[src/rtl/mult_pkg.sv]
// Shared types and width constants for the sequential shift-add multiplier.
package mult_pkg;

  typedef enum logic [1:0] {
    IDLE = 2'd0,
    RUN  = 2'd1,
    DONE = 2'd2
  } state_t;

  localparam int MULT_N   = 4;
  localparam int MULT_P_W = 2 * MULT_N;

  function automatic int prod_width(input int n);
    return 2 * n;
  endfunction

endpackage

[src/rtl/mult_adder_n.sv]
// N-bit ripple-carry adder built from a chain of full-adder cells.
// Latency: combinational, zero cycles.
// Backpressure: none, pure combinational datapath element.
module mult_adder_n #(
  parameter int N = 4
) (
  input  logic [N-1:0] a,
  input  logic [N-1:0] b,
  output logic [N-1:0] sum,
  output logic         cout
);

  logic [N:0] carry;

  assign carry[0] = 1'b0;

  for (genvar i = 0; i < N; i++) begin : g_fa
    logic half;
    assign half       = a[i] ^ b[i];
    assign sum[i]     = half ^ carry[i];
    assign carry[i+1] = (a[i] & b[i]) | (carry[i] & half);
  end

  assign cout = carry[N];

endmodule

[src/rtl/mult_seq_shift_add.sv]
// Sequential unsigned shift-and-add multiplier, P = A*B, one add/shift per clock; MULT_OVF_EN adds OVF.
// Latency: start accepted at edge k, done strobes in the cycle after edge k+N; fixed, no early exit.
// Backpressure: start is ignored while busy; operands are captured on acceptance and may then change.
module mult_seq_shift_add
  import mult_pkg::*;
#(
  parameter int N = MULT_N
) (
  input  logic           clk,
  input  logic           rst_n,
  input  logic           start,
  input  logic [N-1:0]   A,
  input  logic [N-1:0]   B,
  output logic [2*N-1:0] P,
  output logic           busy,
  output logic           done
`ifdef MULT_OVF_EN
  ,
  output logic           OVF
`endif
);

  localparam int CNT_W = $clog2(N + 1);

  state_t           state_q, state_d;
  logic [N:0]       acc_q;
  logic [N-1:0]     mplr_q;
  logic [N-1:0]     mcand_q;
  logic [CNT_W-1:0] cnt_q;

  logic [N-1:0]     add_sum;
  logic             add_co;
  logic [N:0]       acc_add;
  logic [N:0]       acc_sh;
  logic [N-1:0]     mplr_sh;
  logic             last;
  logic             load;

  mult_adder_n #(.N(N)) u_adder (
    .a    (acc_q[N-1:0]),
    .b    (mcand_q),
    .sum  (add_sum),
    .cout (add_co)
  );

  // Carry lands in acc[N], then the whole {acc, mplr} pair shifts right once.
  assign acc_add = mplr_q[0] ? {add_co, add_sum} : acc_q;
  assign acc_sh  = {1'b0, acc_add[N:1]};
  assign mplr_sh = {acc_add[0], mplr_q[N-1:1]};
  assign last    = (cnt_q == CNT_W'(N - 1));
  assign load    = start && ((state_q == IDLE) || (state_q == DONE));

  assign busy = (state_q == RUN);
  assign done = (state_q == DONE);

  always_ff @(posedge clk or negedge rst_n) begin
    if (!rst_n) state_q <= IDLE;
    else        state_q <= state_d;
  end

  always_comb begin
    state_d = state_q;
    case (state_q)
      IDLE:    if (start) state_d = RUN;
      RUN:     if (last)  state_d = DONE;
      DONE:    state_d = start ? RUN : IDLE;
      default: state_d = IDLE;
    endcase
  end

  always_ff @(posedge clk or negedge rst_n) begin
    if (!rst_n) begin
      acc_q   <= '0;
      mplr_q  <= '0;
      mcand_q <= '0;
      cnt_q   <= '0;
      P       <= '0;
`ifdef MULT_OVF_EN
      OVF     <= 1'b0;
`endif
    end else if (load) begin
      mcand_q <= A;
      mplr_q  <= B;
      acc_q   <= '0;
      cnt_q   <= '0;
    end else if (state_q == RUN) begin
      acc_q  <= acc_sh;
      mplr_q <= mplr_sh;
      cnt_q  <= cnt_q + CNT_W'(1);
      if (last) begin
        // Product is taken from the post-shift value; acc_sh[N] is always zero here.
        P <= {acc_sh[N-1:0], mplr_sh};
`ifdef MULT_OVF_EN
        OVF <= |acc_sh[N-1:0];
`endif
      end
    end
  end

endmodule

[config.mk]
export PLATFORM = sky130hd
export DESIGN_NAME = mult_seq_shift_add
export DESIGN_NICKNAME = d
export VERILOG_FILES = /design/src/rtl/mult_pkg.sv /design/src/rtl/mult_adder_n.sv /design/src/rtl/mult_seq_shift_add.sv
export SDC_FILE = /design/constraint.sdc
export NUM_CORES = 1
export LEC_CHECK = 0
export ABC_AREA = 0
export BUFFER_PORTS_ARGS = -buffer_cell sky130_fd_sc_hd__buf_2
export CAP_MARGIN = 40
export CORE_UTILIZATION = 48
export DETAILED_ROUTE_END_ITERATION = 10
export PLACE_DENSITY = 0.73
export REMOVE_ABC_BUFFERS = 1
export SLEW_MARGIN = 20
export SYNTH_ARGS = -nofsm -noshare
export SYNTH_HDL_FRONTEND = slang
export SYNTH_SLANG_ARGS = --single-unit
[constraint.sdc]
create_clock -name clk -period 2.1 [get_ports clk]
set_input_delay 0.21 -clock clk [delete_from_list [all_inputs] [get_ports clk]]
set_output_delay 0.21 -clock clk [all_outputs]
set_load 0.02 [all_outputs]
=== Word level (Yosys, flattened, before mapping) ===
Index checks and enable logic that the tools add are counted.

* Register bits after elaboration: 26
* Output and inout bits: 10
* Logic and storage cells: 47
* Bits of input ports: 11

* Add/sub/neg operators: 1
* Multiplexer cells: 11
* Bitwise gates (word level): 18
* Equal/unequal tests: 5
* Reduce and logical (&&, ||, !) cells: 6

{| class="wikitable"
|+ Operators with widths
! operator !! count
|-
| 2-to-1 mux 5 bit || 3
|-
| 2-to-1 mux 4 bit || 2
|-
| AND 1 bit || 7
|-
| XOR 1 bit || 7
|-
| 2-to-1 mux 3 bit || 2
|-
| case mux 2 bit (3 select lines) || 1
|-
| 2-to-1 mux 2 bit || 2
|-
| adder 3 x 1 -> 3 bit, second input constant || 1
|-
| == test 3 x 2 -> 1 bit, second input constant || 1
|-
| bitwise OR 1 bit || 3
|-
| AND reduction 3 bit || 1
|-
| == test 2 x 1 -> 1 bit, second input constant || 1
|-
| == test 2 bit, second input constant || 1
|-
| logical NOT 2 bit || 1
|-
| != test 2 x 1 -> 1 bit, second input constant || 1
|-
| != test 2 bit, second input constant || 1
|-
| AND reduction 2 bit || 1
|-
| nonzero test 2 bit || 1
|-
| logical AND 1 bit || 1
|-
| logical OR 1 bit || 1
|-
| 2-to-1 mux 1 bit || 1
|-
| inverter 1 bit || 1
|}

=== Depth between registers and ports, before layout ===
* Depth in word-level cells: 10
* Gate-level depth with buffers: 8
* Mapped depth without buffers: 8

=== Cells and area by module ===
A second synthesis with hierarchy kept.

* Cells, all modules: 93
* Area total of the unflattened synthesis: 1189.9 µm²

{| class="wikitable"
|+ Modules (own cells, without submodules)
! module !! instances !! seq. area each (µm²) !! area each (µm²) !! cells each
|-
| mult_seq_shift_add || 1 || 625.6 || 1072.3 || 78
|-
| mult_adder_n || 1 || 0.0 || 117.6 || 15
|}

=== Worst setup path after synthesis ===
Ideal clock, no wire load.

* Kind: reg-to-reg
* From: register acc_q[0]
* To: register P[6]
* Data required time: 1972 ps
* Data arrival time: 1939 ps
* Library setup time: 128 ps
* Setup slack: 33 ps
* Buffers on the path: 0
* Period minus slack after synthesis: 2067 ps
* Stages on the path, launching flop included: 9
* Cell sequence: dfrtp_1 > ha_1 > inv_1 > fa_1 > fa_1 > inv_1 > fa_1 > mux2i_1 > o21ai_0

* Cells in the longest elaborated chain, start to end: 7

{| class="wikitable"
|+ Ends and longest elaborated chain
! what !! line !! text
|-
| start: declaration || mult_seq_shift_add.sv:26 || <nowiki>logic [N:0] acc_q;</nowiki>
|-
| start signal: assignment || mult_seq_shift_add.sv:87 || <nowiki>acc_q <= acc_sh;</nowiki>
|-
| AND 1 bit (2 in series) || mult_adder_n.sv:21 || <nowiki>assign carry[i+1] = (a[i] & b[i]) | (carry[i] & half);</nowiki>
|-
| bitwise OR 1 bit || mult_adder_n.sv:21 ||
|-
| AND 1 bit || mult_adder_n.sv:21 ||
|-
| bitwise OR 1 bit || mult_adder_n.sv:21 ||
|-
| XOR 1 bit || mult_adder_n.sv:20 || <nowiki>assign sum[i] = half ^ carry[i];</nowiki>
|-
| 2-to-1 mux 5 bit || mult_seq_shift_add.sv:47 || <nowiki>assign acc_add = mplr_q[0] ? {add_co, add_sum} : acc_q;</nowiki>
|-
| end signal: assignment || mult_seq_shift_add.sv:92 || <nowiki>P <= {acc_sh[N-1:0], mplr_sh};</nowiki>
|-
| end: declaration || mult_seq_shift_add.sv:14 || <nowiki>output logic [2*N-1:0] P,</nowiki>
|}

Every way passes these cells.
A chain may end at the register's enable or synchronous reset.

=== Worst setup path after layout ===
* From: register mcand_q[0]
* To: register acc_q[2]

* Cells in the longest elaborated chain, start to end: 9

{| class="wikitable"
|+ Ends and longest elaborated chain
! what !! line !! text
|-
| start: declaration || mult_seq_shift_add.sv:28 || <nowiki>logic [N-1:0] mcand_q;</nowiki>
|-
| start signal: assignment || mult_seq_shift_add.sv:75 || <nowiki>mcand_q <= '0;</nowiki>
|-
| start signal: assignment || mult_seq_shift_add.sv:82 || <nowiki>mcand_q <= A;</nowiki>
|-
| AND 1 bit (2 in series) || mult_adder_n.sv:21 ||
|-
| bitwise OR 1 bit || mult_adder_n.sv:21 ||
|-
| AND 1 bit || mult_adder_n.sv:21 ||
|-
| bitwise OR 1 bit || mult_adder_n.sv:21 ||
|-
| XOR 1 bit || mult_adder_n.sv:20 ||
|-
| 2-to-1 mux 5 bit || mult_seq_shift_add.sv:47 ||
|-
| 2-to-1 mux 5 bit || mult_seq_shift_add.sv:86 || <nowiki>end else if (state_q == RUN) begin</nowiki>
|-
| 2-to-1 mux 5 bit || mult_seq_shift_add.sv:81 || <nowiki>end else if (load) begin</nowiki>
|}

Every way passes these cells. The select of a mux whose other input is x is not followed.

==> run_results.csv <==
group,metric,value,unit
timing,finalWorstSetupSlack,-0.0197,ns
timing,fin_skew,0.00292,ns
clock_tree,clock_latency,0.31,ns
clock_tree,clock-sinks,25,
critical_path,r2r_slack,-0.02,ns
synthesis,syn-mean-instance-area,12.4,um2
finish,design_area,1310,um2
place,gp_congestion,0.762,
critical_path,slowest_delay,0.40,ns
timing,fin_crit_sh,1.01,
synthesis,syn_inst,92,
clock_tree,cts_tree,"done",
synthesis,yosysSeqAreaShare,0.547,
finish,antenna_cells,0,
clock_tree,cts-htree-levels,1,
synthesis,ys_warn_count,0,
timing,rsz0062_at_grt,"true",
timing,drv_slew,0,
timing,setup_tns,-0.0297,ns
place,io_buffer_count,20,
worst_hold_path,hp-class,"in -> reg",
timing,maxSlewHeadroom,0.647,
floorplan,row_count,17,
global_route,grt_max_degree,26,
outcome,violations,"setup timing",
detailed_routing,wl_per_cell,13.5,um
floorplan,start_util,0.512,
clock_tree,numCtsBuffers,3,
critical_path,worstPathRequired,2.29,ns
synthesis,synthTopCellsByArea,"dfrtp_1 (55%), fa_1 (5.3%), mux2_2 (4.9%), mux2i_1 (4.4%), o21ai_0 (3.9%)",
timing,fin_crit,2.12,ns
detailed_routing,wirelength_met1,831,um
critical_path,slowest_stage,"fa_1",
critical_path,cp-end-kind,"flop",
detailed_routing,wirelength,1.93,mm
synthesis,syn_area,1140,um2
outcome,status,"complete, but fails checks",
finish,layout-drive-gt1-share,0.313,
place,place_area,1270,um2
critical_path,cp-start-kind,"flop",
place,dp.cells,138,
detailed_routing,drt_pass1_iterations,3,
place,pre_cts_ws,-0.109,ns
worst_hold_path,min_path_cells,3,
floorplan,die_w,50.8,um
synthesis,ys_ff_latch,25,
detailed_routing,route.met2.wl,957,um
synthesis,synthDominantCellAreaShare,0.547,
floorplan,pin_count,21,
clock_tree,clk_pin_slew,0.12,ns
detailed_routing,drt_iter0_drc,4,
critical_path,reg2reg_depth,8,
critical_path,crit_chain,"ha_1, inv_1, fa_2, fa_2, inv_1, fa_1, mux2i_1, o2bb2ai_1",
detailed_routing,top_layer_used,"met4",
global_route,grt_pass1_vias,794,
critical_path,crit_arrival,2.31,ns
detailed_routing,ant_nets,0,
clock_tree,cts_setup_buffers,0,
pwr,total_power,2.07,mW
pwr,cellLeakagePower,0.653,nW
clock_tree,cts-root-buf,"clkbuf_4",
pwr,peakVddDrop,0.000999,V
finish,postLayoutCoreUtil,0.585,
timing,finalHoldViolations,0,
critical_path,critical_path_class,"reg -> reg",
timing,tightest_slew,0.530,ns
global_route,grt_pass1_wl,3.45,mm
detailed_routing,vias,747,
flow_run,maxCapViolCount,0,
detailed_routing,viasPerCell,5.22,
floorplan,die_y,50.8,um
timing,setup_viol,2,
global_route,antenna_found_initial,0,
pwr,power_density,1580,nW/um2
global_route,grt_overflow_total,0,
floorplan,core,2230,um2
floorplan,dieArea,2580,um2
timing,hold_slack,0.0880,ns
synthesis,synthDistinctLibCells,24,
critical_path,critPathMaxFanout,2,
finish,nets,133,
detailed_routing,drcViolationCount,0,
clock_tree,cts_buffer_depth,2,
finish,areaGrowthSynthToFinish,14.3,%
detailed_routing,met3_length,86,um
global_route,track_usage,0.187,
synthesis,synth.largest_area_cell,"dfrtp_1",
timing,fmax,0.472,GHz
finish,layout.cells.non_filler,143,
place,hpwl,1.45,mm
[kinds of logic after synthesis]
logic type	count (synthesis)	share of synthesized area
and+or+nand+nor	16	0.0766
muxes	11	0.106
adders and majority gates	6	0.0853
AOI/OAI and AO/OA	21	0.125
DFF	25	0.547
buffers and inverters	13	0.0602
[cell usage after synthesis]
master	number
nand3b_1	1
buf_1	1
nand2b_1	1
buf_4	1
mux2i_1	5
ha_1	3
mux2_2	5
o21ai_1	1
inv_8	1
o21bai_1	1
buf_2	1
nor2b_4	1
inv_1	8
and2b_1	1
nor2_4	1
a22o_1	3
fa_1	3
mux2_4	1
a21o_1	2
nand2_1	11
dfrtp_1	25
o21ai_0	9
o2bb2ai_1	5
buf_6	1
[cells in the final DEF (no fill, tap or decap), types with 3 or more instances in the layout]
cell / n
dfrtp_1: 25
buf_2: 20
nand2_1: 11
inv_1: 8
o21ai_0: 8
mux2i_1: 5
mux2_2: 5
o2bb2ai_1: 5
a22o_1: 3
ha_1: 3
clkbuf_4: 3
[what timing repair did]
item / in CTS / in global routing
endpoints found under the hold margin: 25 / 0
pin swaps: 1 / 1
hold buffers: 1 / 0
cloned: 0 / 0
resized for setup: 2 / 1
endpoints found under the setup margin: 2 / 2
[cell type report]
type | instances | area [um2]
clock buffers | 4 | 26.3
flip-flops and latches | 25 | 626
fillers | 214 | 926
multi-input cells | 54 | 454
repair buffers | 23 | 125
well taps | 28 | 35.0
inverters | 9 | 41.3
[state kept, by name, summed over array words and instances, names as in the netlist]
name     count
acc_q        4
mcand_q      4
state_q      2
mplr_q       4
P            8
cnt_q        3
[critical path, delay by kind of cell (launching register included)]
kind                     cells  cell delay (ns)
flip-flops                   1             0.38
AO/OA/AOI/OAI                1             0.08
adder cells (fa/ha/maj)      4             1.22
multiplexers                 1             0.19
buffers and inverters        2             0.12
[per-layer routing]
layer | GRT usage | vias up
met5 | 0 | -
met4 | 0.125 | 0
met3 | 0.0238 | 4
met2 | 0.316 | 17
met1 | 0.225 | 369
li1 | - | 357
[where the power goes]
part | switching (mW) | internal (mW) | leakage (nW)
Sequential | 0.154 | 0.710 | 0.310
Clock | 0.133 | 0.0743 | 0.0150
Combinational | 0.554 | 0.442 | 0.328
[worst paths after layout]
check / start / to
max in group asynchronous: rst_n / P[2]$_DFFE_PN0P_
setup / recovery: mcand_q[0]$_DFFE_PN0P_ / acc_q[2]$_DFFE_PN0P_
hold / removal: A[2] / mcand_q[2]$_DFFE_PN0P_
hold reg to reg: P[5]$_DFFE_PN0P_ / P[5]$_DFFE_PN0P_
min in group asynchronous: rst_n / P[7]$_DFFE_PN0P_
setup reg to reg: mcand_q[0]$_DFFE_PN0P_ / acc_q[2]$_DFFE_PN0P_
(Power assumes the default switching activity.)
